### config.mk
export PLATFORM = sky130hd
export DESIGN_NAME = b4_serial_subtractor
export DESIGN_NICKNAME = d
export VERILOG_FILES = /design/src/rtl/b4_arith_pkg.sv /design/src/rtl/full_subtractor.sv /design/src/rtl/b4_serial_subtractor.sv
export SDC_FILE = /design/constraint.sdc
export NUM_CORES = 1
export LEC_CHECK = 0
export CORE_UTILIZATION = 39
export DETAILED_ROUTE_END_ITERATION = 10
export PLACE_DENSITY = 0.68
export SYNTH_ARGS = -nofsm -noshare
export SYNTH_HDL_FRONTEND = slang
export SYNTH_SLANG_ARGS = --single-unit
### constraint.sdc
create_clock -name clk -period 1.5 [get_ports clk]
set_input_delay 0.3 -clock clk [delete_from_list [all_inputs] [get_ports clk]]
set_output_delay 0.3 -clock clk [all_outputs]
set_load 0.03 [all_outputs]
### src/rtl/b4_arith_pkg.sv
// Shared types and sizing helpers for the bit-serial arithmetic engines.
// Latency: n/a (declarations only).
// Backpressure: n/a (declarations only).
package b4_arith_pkg;

  // Control FSM encoding for the serial subtractor
  typedef enum logic [1:0] {
    IDLE  = 2'd0,
    SHIFT = 2'd1,
    DONE  = 2'd2
  } sub_state_e;

  localparam int DEFAULT_WIDTH = 4;

  // Bits needed to count 0..w-1 serial steps
  function automatic int cnt_width(input int w);
    return $clog2(w);
  endfunction

  // Counter width for the default operand width
  localparam int CNT_W = cnt_width(DEFAULT_WIDTH);

endpackage

### src/rtl/full_subtractor.sv
// One-bit full subtractor cell: d = a - b - bin with borrow-out.
// Latency: purely combinational, zero cycles.
// Backpressure: none (no state, no handshake).
module full_subtractor (
  input  logic a_i,
  input  logic b_i,
  input  logic bin_i,
  output logic d_o,
  output logic bout_o
);

  // Borrow out when a is 0 and b is 1, or when a==b and a borrow is pending
  always_comb begin
    d_o    = a_i ^ b_i ^ bin_i;
    bout_o = (~a_i & b_i) | (~(a_i ^ b_i) & bin_i);
  end

endmodule

### src/rtl/b4_serial_subtractor.sv
// Bit-serial WIDTH-bit subtractor (a - b - bin), LSB first through one full-subtractor cell.
// Latency: accept at edge N, out_valid first high after edge N+WIDTH; one result per WIDTH+2 cycles max.
// Backpressure: in_ready only in IDLE; result held in DONE until out_ready. SUB_OVF_EN adds the ovf port.
module b4_serial_subtractor
  import b4_arith_pkg::*;
#(
  parameter int WIDTH = DEFAULT_WIDTH
) (
  input  logic             clk,
  input  logic             rst,
  input  logic             in_valid,
  output logic             in_ready,
  input  logic [WIDTH-1:0] a,
  input  logic [WIDTH-1:0] b,
  input  logic             bin,
  output logic             out_valid,
  input  logic             out_ready,
  output logic [WIDTH-1:0] diff,
  output logic             bout,
`ifdef SUB_OVF_EN
  output logic             ovf,
`endif
  output logic             busy
);

  localparam int CNT_BITS = cnt_width(WIDTH);
  localparam logic [CNT_BITS-1:0] LAST_CNT = CNT_BITS'(WIDTH - 1);

  sub_state_e          state_q, state_d;
  logic [WIDTH-1:0]    a_sh_q, a_sh_d;
  logic [WIDTH-1:0]    b_sh_q, b_sh_d;
  logic [WIDTH-1:0]    diff_sh_q, diff_sh_d;
  logic                brw_q, brw_d;
  logic [CNT_BITS-1:0] cnt_q, cnt_d;
  logic                fs_d, fs_bout;
`ifdef SUB_OVF_EN
  logic                ovf_q, ovf_d;
`endif

  full_subtractor u_fs (
    .a_i    (a_sh_q[0]),
    .b_i    (b_sh_q[0]),
    .bin_i  (brw_q),
    .d_o    (fs_d),
    .bout_o (fs_bout)
  );

  // State and datapath registers; reset clears everything and abandons any partial result
  always_ff @(posedge clk) begin
    if (rst) begin
      state_q   <= IDLE;
      a_sh_q    <= '0;
      b_sh_q    <= '0;
      diff_sh_q <= '0;
      brw_q     <= 1'b0;
      cnt_q     <= '0;
`ifdef SUB_OVF_EN
      ovf_q     <= 1'b0;
`endif
    end else begin
      state_q   <= state_d;
      a_sh_q    <= a_sh_d;
      b_sh_q    <= b_sh_d;
      diff_sh_q <= diff_sh_d;
      brw_q     <= brw_d;
      cnt_q     <= cnt_d;
`ifdef SUB_OVF_EN
      ovf_q     <= ovf_d;
`endif
    end
  end

  // Next-state logic: load in IDLE, one bit per cycle in SHIFT, hold result in DONE
  always_comb begin
    state_d   = state_q;
    a_sh_d    = a_sh_q;
    b_sh_d    = b_sh_q;
    diff_sh_d = diff_sh_q;
    brw_d     = brw_q;
    cnt_d     = cnt_q;
`ifdef SUB_OVF_EN
    ovf_d     = ovf_q;
`endif
    case (state_q)
      IDLE: begin
        if (in_valid) begin
          a_sh_d    = a;
          b_sh_d    = b;
          brw_d     = bin;
          cnt_d     = '0;
          diff_sh_d = '0;
`ifdef SUB_OVF_EN
          ovf_d     = 1'b0;
`endif
          state_d   = SHIFT;
        end
      end
      SHIFT: begin
        diff_sh_d = {fs_d, diff_sh_q[WIDTH-1:1]};
        a_sh_d    = a_sh_q >> 1;
        b_sh_d    = b_sh_q >> 1;
        brw_d     = fs_bout;
        cnt_d     = cnt_q + CNT_BITS'(1);
        if (cnt_q == LAST_CNT) begin
`ifdef SUB_OVF_EN
          // brw_q is the borrow into the MSB during the last step
          ovf_d   = brw_q ^ fs_bout;
`endif
          state_d = DONE;
        end
      end
      DONE: begin
        if (out_ready) begin
          state_d = IDLE;
        end
      end
      default: begin
        state_d = IDLE;
      end
    endcase
  end

  // Handshake and result outputs; diff/bout keep the last result until the next load
  always_comb begin
    in_ready  = (state_q == IDLE);
    out_valid = (state_q == DONE);
    busy      = (state_q != IDLE);
    diff      = diff_sh_q;
    bout      = brw_q;
`ifdef SUB_OVF_EN
    ovf       = ovf_q;
`endif
  end

endmodule

Word-level counts from Yosys, hierarchy flattened:

Index checks and enable logic that the tools add are counted.

* add/sub/neg operators: 1
* $mul: 0
* div/mod/pow operators: 0
* order comparisons: 0
* eq/ne operators: 6
* shifts and indexed selects: 0
* mux-type cells: 14
* bitwise logic cells: 7
* reduce and logical (&&, ||, !) cells: 5

Operators by type and width (number)
* case mux 4 bit (2 select lines): 3
* two-way mux 4 bit: 3
* two-way mux 2 bit: 4
* case mux 2 bit (3 select lines): 1
* equality test 2 bit (second input constant): 2
* inequality test 2 bit (second input constant): 2
* case mux 2 bit (2 select lines): 1
* nonzero test 2 bit: 2
* AND reduction 3 bit: 1
* adder 2 x 1 -> 2 bit (second input constant): 1
* bitwise AND 1 bit: 2
* equality test 2 x 1 -> 1 bit (second input constant): 1
* logical NOT 2 bit: 1
* inequality test 2 x 1 -> 1 bit (second input constant): 1
* NOT 1 bit: 2
* case mux 1 bit (2 select lines): 1
* AND reduction 2 bit: 1
* bitwise XOR 1 bit: 2
* two-way mux 1 bit: 1
* OR 1 bit: 1

* bits in registers: 17
* bits in latches: 0
* bits in writable memories: 0
* ROM bits: 0
* output and inout bits: 8
* logic and storage cells: 39
* memories: 0

Logic depth before layout (Yosys ltp):

* depth in word-level cells: 5
* gate-level depth with buffers: 4
* depth with buffers taken out: 4

Hierarchy:

Synthesis repeated with hierarchy kept, for this count alone.

* cell total of the unflattened synthesis: 81
* area total of the unflattened synthesis: 778.2 um^2

Modules (own cells, without submodules)
* b4_serial_subtractor: instances 1, cells an instance 77, area each 747.0 um^2
* full_subtractor: instances 1, cells an instance 4, area each 31.3 um^2

Worst setup path after synthesis:

No wires, ideal clock.

* kind: reg2reg
* start point: register brw_q (netlist: bout)
* end point: register diff_sh_q[3] (netlist: diff[3])
* data arrival time: 1.268 ns
* path slack: 0.104 ns
* cell stages (with the launch flop): 5
* buffers on the path: 0
* clock period less this slack: 1.396 ns
* path through: dfxtp_1 > inv_1 > fa_1 > a22oi_1 > nor2_1

* longest elaborated chain between the ends: 2

RTL lines
* start, declared: line b4_serial_subtractor.sv:33 `logic brw_q, brw_d;`
* start signal, assigned: line b4_serial_subtractor.sv:65 `brw_q <= brw_d;`
* bitwise XOR 1 bit: line full_subtractor.sv:14 `d_o = a_i ^ b_i ^ bin_i;`
* case mux 4 bit (2 select lines): line b4_serial_subtractor.sv:84 `case (state_q)`
* end signal, assigned: line b4_serial_subtractor.sv:64 `diff_sh_q <= diff_sh_d;`
* end, declared: line b4_serial_subtractor.sv:32 `logic [WIDTH-1:0] diff_sh_q, diff_sh_d;`

No other way between the ends.
A chain may end at the register's enable or synchronous reset.

Worst setup path after layout:

* start point: register state_q[1]
* end point: output out_valid

* longest elaborated chain between the ends: 1

RTL lines
* start, declared: line b4_serial_subtractor.sv:29 `sub_state_e state_q, state_d;`
* start signal, assigned: line b4_serial_subtractor.sv:61 `state_q <= state_d;`
* equality test 2 bit: line b4_serial_subtractor.sv:126 `out_valid = (state_q == DONE);`
* end, declared: line b4_serial_subtractor.sv:16 `output logic out_valid,`

No other way between the ends.

==> impl_metrics.toml <==
[status]
status = "completed"

[pwr]
power.leakage_uw = 0.000414
pwr-share-clk_pct = 27.3
swShare_pct = 27.4
powerDensity_nw_per_um2 = 942
p_int_uw = 661
vdd_drop_max_uv = 487
p_sw_uw = 250
total_power_uw = 911
combPwrFrac_pct = 18.0
pwr-share-seq_pct = 54.8

[grt]
use_met1_pct = 20.0
grt_start_max_net_pins = 15
grt_antenna_before_repair = 0
first_global_vias = 535
grt_usage_pct = 15.8
grt-ovfl-total = 0
use_met3_pct = 3.60
grt_pass1_wl_um = 2300
grt_use_met2_pct = 24.6
grt-busiest-layer = "met2"

[synth]
yosys_warnings = 0
synthDistinctLibCells = 20
yosys.area.top_type = "dfxtp_1"
synthFlopType = "dfxtp_1"
synthTopCellsByArea = "dfxtp_1, o221a_2, a22oi_1"
async_flop_share_pct = 0
synth-seq-cells = 17
syn_area_per_cell_um2 = 9.81
synth.most_common_cell = "dfxtp_1"
syn_area_um2 = 726
synthesis.instances = 74
syn_nets = 89
synth_top_area_share_pct = 46.9
yosys-top-cells-count = "dfxtp_1, inv_1, nor2_1"
synth_edf_count = 0
yosysSeqAreaShare_pct = 46.9

[worst_setup_path]
cp_max_fo = 6
reg2regPathDepth = 3
critPathMaxStageDelay_ps = 440
cp.required_ps = 1200
reg2reg_to = "b_sh_q[1]"
r2r_slack_ps = 260
r2r-start = "state_q[0]"
crit_arrival_ps = 1100
cp_slowest_cell = "dfxtp_2"
crit_type = "flop to output pin"
start_kind = "flop"
path_cells = "nor2b_1 -> buf_4"
end_kind = "output pin"

[clocking]
cts_made_buffers = 3
clk_latency_ps = 290
clk_path_buf_depth = 2
clkSinkCount = 17
cts_tree = "yes"
cts_root_buffer = "clkbuf_4"
htreeDepth = 1
clkSlewWorstSetupHoldPaths_ps = 100

[worst_hold_path]
hold_end = "b_sh_q[3]"
hp-start = "b_sh_q[3]"
hold_depth = 2
holdCritPathClass = "flop to flop"

[floorplanning]
die_y_um = 45.1
dieArea_um2 = 2040
initial_core_util_pct = 42.0
core_area_um2 = 1730
die_w_um = 45.1
rows = 15
ios = 21

[finish]
diodes = 0
area_growth_pct = 33.3
num-nets-final = 113
drive_gt1_share_pct = 21.6
utilization_pct = 56.0

[timing]
fin_setup_tns_ps = 0
timing.hold.ws_ps = 501
hold_viol = 0
fin_skew_ps = 6.81
slew_headroom_pct = 74.2
setup_viol = 0
worst_slew_pin_slew_ps = 386
period_needed_ps = 1400
fin_crit_sh_pct = 93.0
timing.fmax_mhz = 716
rsz0062_at_grt = "false"
slew_viol_final = 0

[drt]
ant_nets = 0
drc_errors = 0
wl_per_cell_um = 11.2
drtPass1Iterations = 4
wirelength_um = 1370
drtIter0Drc = 11
viasPerCell = 5.08
vias = 620

[placed_design]
place_congestion = 0.650
io_buffers = 20
dp_hpwl_um = 1010

[flow_run]
drv_cap = 0
metal layers:
layer	up-vias	part of all wire, %
met2	16	48
met1	291	47
met5	-	0
met3	4	3.6
li1	309	-
met4	0	1.7
power by group through the flow:
stage | clock [µW] | sequential [µW] | combinational, µW
finish | 248 | 499 | 164
global route | 271 | 503 | 183
CTS | 254 | 499 | 166
detailed placement | 0 | 509 | 170
floorplan | 0 | 516 | 94.3
global placement | 0 | 508 | 167
worst max path at each step:
stage                     from         to  slack [ps]  depth (start not counted)
global placement      in_valid  a_sh_q[2]          10                          4
finish              state_q[1]  out_valid         100                          2
detailed placement    in_valid  b_sh_q[1]          10                          3
global route        state_q[1]  out_valid          50                          2
floorplan                 bout    diff[3]         100                          4
CTS                 state_q[1]  out_valid          90                          2
final cells by class:
| cell class | count | area, µm² |
|---|---|---|
| clock buffer | 3 | 22.5 |
| sequential | 17 | 342 |
| timing repair buffer | 22 | 201 |
| clock inverter | 1 | 5.00 |
| multi-input combinational | 43 | 324 |
| inverter | 11 | 41.3 |
| fill | 164 | 759 |
| tap | 25 | 31.3 |
metrics by stage:
step / instances / instance area (µm²) / worst slack, ps
2_1_floorplan: 74 / 726 / 104
3_3_place_gp: 118 / 945 / 13.4
3_5_place_dp: 118 / 945 / 11.3
4_1_cts: 122 / 967 / 90.3
5_1_grt: 122 / 967 / 48.9
6_report: 122 / 967 / 104
critical path, delay by kind of cell, from the launching register on:
kind	cells	cell delay, ps
buf+inv	1	180
flops	1	440
simple gates	1	190
placed cells by master, fill, tap and decap left out, types with 2 or more instances in the layout:
cell type	count
mux2i_1	2
a21oi_1	7
inv_1	11
o221a_2	7
dfxtp_1	16
a32oi_1	2
clkdlybuf4s50_1	12
clkbuf_4	3
dlygate4sd2_1	5
buf_4	5
a22oi_1	6
nor2_1	10
registers in the layout, summed over array words and instances (netlist names):
| signal | flops |
|---|---|
| a_sh_q | 4 |
| b_sh_q | 4 |
| diff | 4 |
| cnt_q | 2 |
| state_q | 2 |
| bout | 1 |
repair_timing:
| action | CTS | global route |
|---|---|---|
| hold buffers | 0 | 0 |
| setup endpoints to repair | 6 | 0 |
| setup buffers | 0 | 0 |
| resized for setup | 6 | 0 |
cell families after synthesis:
group / synth area share [%]
adders and majority gates: 4.48
buffers and inverters: 8.45
muxes: 2.76
DFF: 46.9
and+or+nand+nor: 11.6
AOI/OAI and AO/OA: 25.9
Note: power is estimated with default switching activity, not from simulation.
